<file path="config.mk">
export PLATFORM = sky130hd
export DESIGN_NAME = ps2_host_tx
export DESIGN_NICKNAME = d
export VERILOG_FILES = /design/src/rtl/ps2_host_tx.sv
export SDC_FILE = /design/constraint.sdc
export NUM_CORES = 1
export LEC_CHECK = 0
export CELL_PAD_IN_SITES_DETAIL_PLACEMENT = 1
export CELL_PAD_IN_SITES_GLOBAL_PLACEMENT = 2
export CORE_ASPECT_RATIO = 1.2
export CORE_UTILIZATION = 35
export DETAILED_ROUTE_END_ITERATION = 8
export PLACE_DENSITY_LB_ADDON = 0.12
export SLEW_MARGIN = 25
export SYNTH_ARGS = -nofsm -noshare
export SYNTH_HDL_FRONTEND = slang
export SYNTH_SLANG_ARGS = --single-unit
</file>
<file path="constraint.sdc">
create_clock -name CLOCK_50 -period 2.41 [get_ports CLOCK_50]
set_input_delay 0.241 -clock CLOCK_50 [delete_from_list [all_inputs] [get_ports CLOCK_50]]
set_output_delay 0.241 -clock CLOCK_50 [all_outputs]
set_load 0.02 [all_outputs]
</file>
<file path="src/rtl/ps2_host_tx.sv">
// Host-to-device PS/2 transmitter: inhibits the bus, issues request-to-send, shifts one
// command byte out on the device clock and reports whether the device acknowledged it.
module ps2_host_tx #(
    parameter int unsigned INHIBIT_CYCLES = 6000,
    parameter int unsigned TIMEOUT_CYCLES = 750000
) (
    input  logic       CLOCK_50,
    input  logic       resetn,
    input  logic [7:0] i_cmd_data,
    input  logic       i_cmd_valid,
    output logic       o_cmd_ready,
    input  logic       i_ps2_clk_in,
    input  logic       i_ps2_dat_in,
    output logic       o_ps2_clk_oe,
    output logic       o_ps2_dat_oe,
    output logic       o_busy,
    output logic       o_done,
    output logic       o_ack_err,
    output logic       o_timeout
);

    localparam int unsigned INH_W = (INHIBIT_CYCLES > 1) ? $clog2(INHIBIT_CYCLES) : 1;
    localparam logic [INH_W-1:0] INH_LAST = INH_W'(INHIBIT_CYCLES - 1);
    localparam logic [INH_W-1:0] INH_ONE  = INH_W'(1);
    localparam logic [19:0]      TO_LAST  = 20'(TIMEOUT_CYCLES - 1);

    typedef enum logic [2:0] {
        S_IDLE,
        S_INHIBIT,
        S_REQ,
        S_SHIFT,
        S_WAIT_IDLE,
        S_DONE
    } state_t;

    state_t             r_state;
    logic [1:0]         r_clk_sync;
    logic [1:0]         r_dat_sync;
    logic               r_clk_prev;
    logic [INH_W-1:0]   r_inh_cnt;
    logic [19:0]        r_to_cnt;
    logic [3:0]         r_bit_cnt;
    logic [8:0]         r_shift;
    logic               r_ack_bit;
    logic               r_clk_oe;
    logic               r_dat_oe;
    logic               r_done;
    logic               r_ack_err;
    logic               r_timeout;

    state_t             w_state_nxt;
    logic [INH_W-1:0]   w_inh_cnt_nxt;
    logic [19:0]        w_to_cnt_nxt;
    logic [3:0]         w_bit_cnt_nxt;
    logic [8:0]         w_shift_nxt;
    logic               w_ack_bit_nxt;
    logic               w_clk_oe_nxt;
    logic               w_dat_oe_nxt;
    logic               w_done_nxt;
    logic               w_ack_err_nxt;
    logic               w_timeout_nxt;

    logic               w_clk_s;
    logic               w_dat_s;
    logic               w_clk_fe;
    logic [3:0]         w_bit_num;
    logic               w_to_expired;

    // Synchronizers idle high so a reset never manufactures a falling edge.
    always_ff @(posedge CLOCK_50) begin
        if (!resetn) begin
            r_clk_sync <= 2'b11;
            r_dat_sync <= 2'b11;
            r_clk_prev <= 1'b1;
        end else begin
            r_clk_sync <= {r_clk_sync[0], i_ps2_clk_in};
            r_dat_sync <= {r_dat_sync[0], i_ps2_dat_in};
            r_clk_prev <= r_clk_sync[1];
        end
    end

    assign w_clk_s      = r_clk_sync[1];
    assign w_dat_s      = r_dat_sync[1];
    assign w_clk_fe     = r_clk_prev & ~w_clk_s;
    assign w_bit_num    = r_bit_cnt + 4'd1;
    assign w_to_expired = (r_to_cnt == TO_LAST);

    always_ff @(posedge CLOCK_50) begin
        // NOTE: state registers use non-blocking assignments so every flop samples pre-edge values.
        if (!resetn) begin
            r_state   <= S_IDLE;
            r_inh_cnt <= '0;
            r_to_cnt  <= '0;
            r_bit_cnt <= '0;
            r_shift   <= '0;
            r_ack_bit <= 1'b0;
            r_clk_oe  <= 1'b0;
            r_dat_oe  <= 1'b0;
            r_done    <= 1'b0;
            r_ack_err <= 1'b0;
            r_timeout <= 1'b0;
        end else begin
            r_state   <= w_state_nxt;
            r_inh_cnt <= w_inh_cnt_nxt;
            r_to_cnt  <= w_to_cnt_nxt;
            r_bit_cnt <= w_bit_cnt_nxt;
            r_shift   <= w_shift_nxt;
            r_ack_bit <= w_ack_bit_nxt;
            r_clk_oe  <= w_clk_oe_nxt;
            r_dat_oe  <= w_dat_oe_nxt;
            r_done    <= w_done_nxt;
            r_ack_err <= w_ack_err_nxt;
            r_timeout <= w_timeout_nxt;
        end
    end

    // Line enables and pulses are decoded for the state being entered, so they are registered.
    always_comb begin
        // NOTE: every signal driven here gets a default first, so no latch can be inferred.
        w_state_nxt   = r_state;
        w_inh_cnt_nxt = r_inh_cnt;
        w_to_cnt_nxt  = r_to_cnt;
        w_bit_cnt_nxt = r_bit_cnt;
        w_shift_nxt   = r_shift;
        w_ack_bit_nxt = r_ack_bit;
        w_clk_oe_nxt  = 1'b0;
        w_dat_oe_nxt  = 1'b0;
        w_done_nxt    = 1'b0;
        w_ack_err_nxt = 1'b0;
        w_timeout_nxt = 1'b0;

        unique case (r_state)
            S_IDLE: begin
                if (i_cmd_valid) begin
                    w_state_nxt   = S_INHIBIT;
                    w_shift_nxt   = {~^i_cmd_data, i_cmd_data};
                    w_inh_cnt_nxt = '0;
                    w_clk_oe_nxt  = 1'b1;
                end
            end
            S_INHIBIT: begin
                w_clk_oe_nxt = 1'b1;
                if (r_inh_cnt == INH_LAST) begin
                    w_state_nxt  = S_REQ;
                    w_dat_oe_nxt = 1'b1;
                end else begin
                    w_inh_cnt_nxt = r_inh_cnt + INH_ONE;
                end
            end
            S_REQ: begin
                w_state_nxt   = S_SHIFT;
                w_to_cnt_nxt  = '0;
                w_bit_cnt_nxt = '0;
                w_dat_oe_nxt  = 1'b1;
            end
            S_SHIFT: begin
                w_dat_oe_nxt = r_dat_oe;
                if (w_to_expired) begin
                    w_state_nxt   = S_IDLE;
                    w_timeout_nxt = 1'b1;
                    w_dat_oe_nxt  = 1'b0;
                end else begin
                    w_to_cnt_nxt = r_to_cnt + 20'd1;
                    if (w_clk_fe) begin
                        w_bit_cnt_nxt = w_bit_num;
                        if (w_bit_num <= 4'd9) begin
                            // Data LSB first, then parity; a 1 bit means release the line.
                            w_dat_oe_nxt = ~r_shift[0];
                            w_shift_nxt  = {1'b0, r_shift[8:1]};
                        end else if (w_bit_num == 4'd10) begin
                            w_dat_oe_nxt = 1'b0;
                        end else begin
                            w_ack_bit_nxt = w_dat_s;
                            w_dat_oe_nxt  = 1'b0;
                            w_state_nxt   = S_WAIT_IDLE;
                        end
                    end
                end
            end
            S_WAIT_IDLE: begin
                if (w_to_expired) begin
                    w_state_nxt   = S_IDLE;
                    w_timeout_nxt = 1'b1;
                end else begin
                    w_to_cnt_nxt = r_to_cnt + 20'd1;
                    if (w_clk_s && w_dat_s) begin
                        w_state_nxt   = S_DONE;
                        w_done_nxt    = 1'b1;
                        w_ack_err_nxt = r_ack_bit;
                    end
                end
            end
            S_DONE: begin
                w_state_nxt = S_IDLE;
            end
            default: begin
                w_state_nxt = S_IDLE;
            end
        endcase
    end

    assign o_cmd_ready  = (r_state == S_IDLE);
    assign o_busy       = (r_state != S_IDLE);
    assign o_ps2_clk_oe = r_clk_oe;
    assign o_ps2_dat_oe = r_dat_oe;
    assign o_done       = r_done;
    assign o_ack_err    = r_ack_err;
    assign o_timeout    = r_timeout;

endmodule

</file>
==> run summary, run 1 <==
Pins Over Slew Limit - 0
Syn-to-layout area delta - 17.64%
CTS tree - yes
Worst-path clk slew - 0.07 ns
I/O pin total - 20
# setup viols final - 0
IO buf count - 19
Worst Reg-to-Reg Cells - 6
Initial antenna violation count - 0
Yosys Warn Count - 0
Final GP Congestion - 0.7945
Post-route ant nets - 0
Core Box Area - 0.008703 mm²
Initial Util - 36.43%
Remaining DRCs - 0
Util after Layout - 42.86%
Post-CTS Resized - 0
Syn avg cell area - 8.027 µm²
Largest cells by area after synthesis - dfxtp_1 (38%), nand2_1 (9.6%), mux2i_1 (5.7%)
TritonCTS Buffers - 9
FILL cells - 1,087
Sequential area share after synthesis - 37.88%
Ys flop type - dfxtp_1
Latest clock arrival within the worst-skew pair - 0.35 ns
R2R Setup Slk - 0.27 ns
Leading area contributor after synthesis - dfxtp_1
Fin. Hold Viols - 0
DR vias - 2,893
Hold-fix buffers, CTS - 0
Leak - 1.393 nW
Post-DP Area - 0.003540 mm²
Setup Fix Bufs, Post-CTS - 0
Syn nets - 414
Drt total wl - 8355 µm
Mapped Cells - 395
Synth unique cells - 56
Fin crit period - 2.145 ns
GRT overflow - 0
# rows - 37
Worst rel slew slack - 39.98%
Max Cap Viol - 0
CP Launch Type - flop
GRT Total Usage - 20.17%
Die Area - 0.009445 mm²
Tcrit/Tclk final - 88.99%
Antenna cells - 0
Design Area, Final - 0.003730 mm²
CP Class - reg -> reg
CTS Sinks - 60
Maximum vdd drop - 0.4199 mV
Die height - 106.3 µm
Wire length per cell - 15.42 µm
Clock root buffer - clkbuf_8
Worst endpoint data arrival time - 2.42 ns
Drt pass-1 iters - 4
Final nets - 440
Largest net degree at the start of global routing - 32
FF+latch count, synth - 60
Worst-Margin Slew - 0.8909 ns
Die extent in x - 88.89 µm
Max Clk Rate - 0.4663 GHz
HP Class - reg -> reg
Worst endpoint required time - 2.68 ns
Async set-reset flop share out of synthesis - 0%
Post-synth EDFFs - 0
PwrDens - 561.0 mW/mm²
CP Capture Type - flop
Avg Vias per Cell - 5.338
Crit path max fanout - 12
Status - completed
Share of the synthesized area in the top cell type - 37.88%
Longest Clk Path Bufs - 2
Layout cells sized above 1 - 8.706%
Synthesized cell area - 0.003171 mm²
Depth of the worst hold-timing path - 1
Post-route setup TNS - 0 ns
Number of global-route vias before repair - 2,990
RSZ-0062 raised after global routing - no
Post-DP HPWL - 6001 µm
First-pass GRT wire length - 14,500 µm
DRT iter0 DRCs - 95
H-Tree Depth - 3
Clock skew - 0.01288 ns
-- metal layers --
layer,GRT usage [%],routed length [µm]
met1,26.33,3982
met2,31.81,3973
met3,3.649,218
met4,9.447,180
met5,0,0
-- cells in the mapped netlist (2+ instances only) --
library cell and count:
a31oi_1 3, nand4_1 9, or4_1 5, clkbuf_1 15, and2_1 10, and4_1 4
ha_1 6, xor2_1 6, xnor2_1 8, or3_1 6, o21ai_0 14, nand2b_1 14
mux2i_1 18, dfxtp_1 60, nor2_1 15, o21a_1 4, a21o_1 2, nand2_1 81
and3_1 10, buf_2 3, o221a_2 2, nor3b_1 3, nor3_1 8, o211ai_1 6
nand3_1 18, inv_1 5, a21oi_1 27, a211oi_1 5
-- report_power, final --
group          leakage, nW  switching [mW]  internal, mW
Combinational        0.808          0.0847        0.0766
Clock               0.0979           0.415         0.494
Sequential           0.487          0.0108          1.01
-- registers in the layout (all words and copies together) (netlist names) --
name          flops
o_ack_err         1
r_state           3
o_ps2_dat_oe      1
o_timeout         1
o_done            1
r_shift           9
r_clk_sync        2
r_dat_sync        2
r_inh_cnt        13
r_ack_bit         1
r_to_cnt         20
r_clk_prev        1
r_bit_cnt         4
o_ps2_clk_oe      1
-- logic make-up after synthesis --
logic type | share of synthesized area (%)
flops | 37.88
mux | 5.683
xor+xnor | 3.867
simple gates | 30.74
buf+inv | 3.709
fa+ha+maj | 2.368
compound gates | 15.75
-- final timing paths --
path	from	to
setup reg to reg	r_state[2]$_SDFFE_PN0P_	r_inh_cnt[7]$_SDFFE_PN0P_
hold / removal	r_clk_sync[0]$_SDFF_PN1_	r_clk_sync[1]$_SDFF_PN1_
hold reg to reg	r_clk_sync[0]$_SDFF_PN1_	r_clk_sync[1]$_SDFF_PN1_
setup / recovery	r_state[2]$_SDFFE_PN0P_	r_inh_cnt[7]$_SDFFE_PN0P_
-- stage by stage --
step                setup slack, ns  instances  hold slack, ns  power, mW
global route                0.02055        542          0.4451      2.189
finish                       0.2655        542          0.4095      2.092
CTS                          0.2109        542          0.4144      2.131
floorplan                    0.3876        395          0.3425      1.144
detailed placement           0.1967        527          0.3985      1.209
global placement             0.2769        527          0.3962      1.205
-- cells in the final DEF, fill, tap and decap left out, types with 2 or more instances in the layout --
master / count
a211oi_1: 5
a21o_1: 2
a21oi_1: 27
a31oi_1: 3
and2_1: 10
and3_1: 10
and4_1: 4
buf_4: 17
clkbuf_8: 10
clkdlybuf4s50_1: 19
clkinv_2: 3
dfxtp_1: 60
ha_1: 6
inv_1: 5
mux2i_1: 18
nand2_1: 81
nand2b_1: 14
nand3_1: 18
nand4_1: 9
nor2_1: 15
nor3_1: 8
nor3b_1: 3
o211ai_1: 6
o21a_1: 4
o21ai_0: 14
o221a_2: 2
or3_1: 6
or4_1: 5
xnor2_1: 8
xor2_1: 6
-- worst max-delay path, cell delays in order (launching register included) --
cell and delay [ns]:
dfxtp_1 0.31, buf_4 0.16, nor2_1 0.22, o21a_1 0.30, nand4_1 0.39, or4_1 0.53, a21oi_1 0.16
-- final cells by class --
class	instances	area [µm²]	share of cell area, %
Multi-Input combinational cell	308	1852	49.65
Sequential cell	60	1201	32.20
Timing Repair Buffer	36	317.8	8.521
Tap cell	117	146.4	3.925
Clock buffer	10	137.6	3.690
Clock inverter	5	52.55	1.409
Inverter	6	22.52	0.6038
Power figures use the tool's default switching activity.
==> inputs of run 2 (changes only) <==
- GPL_ROUTABILITY_DRIVEN: default -> 0
==> results of run 2 <==
The final DEF is identical to that of run 1; final timing and power are the same.
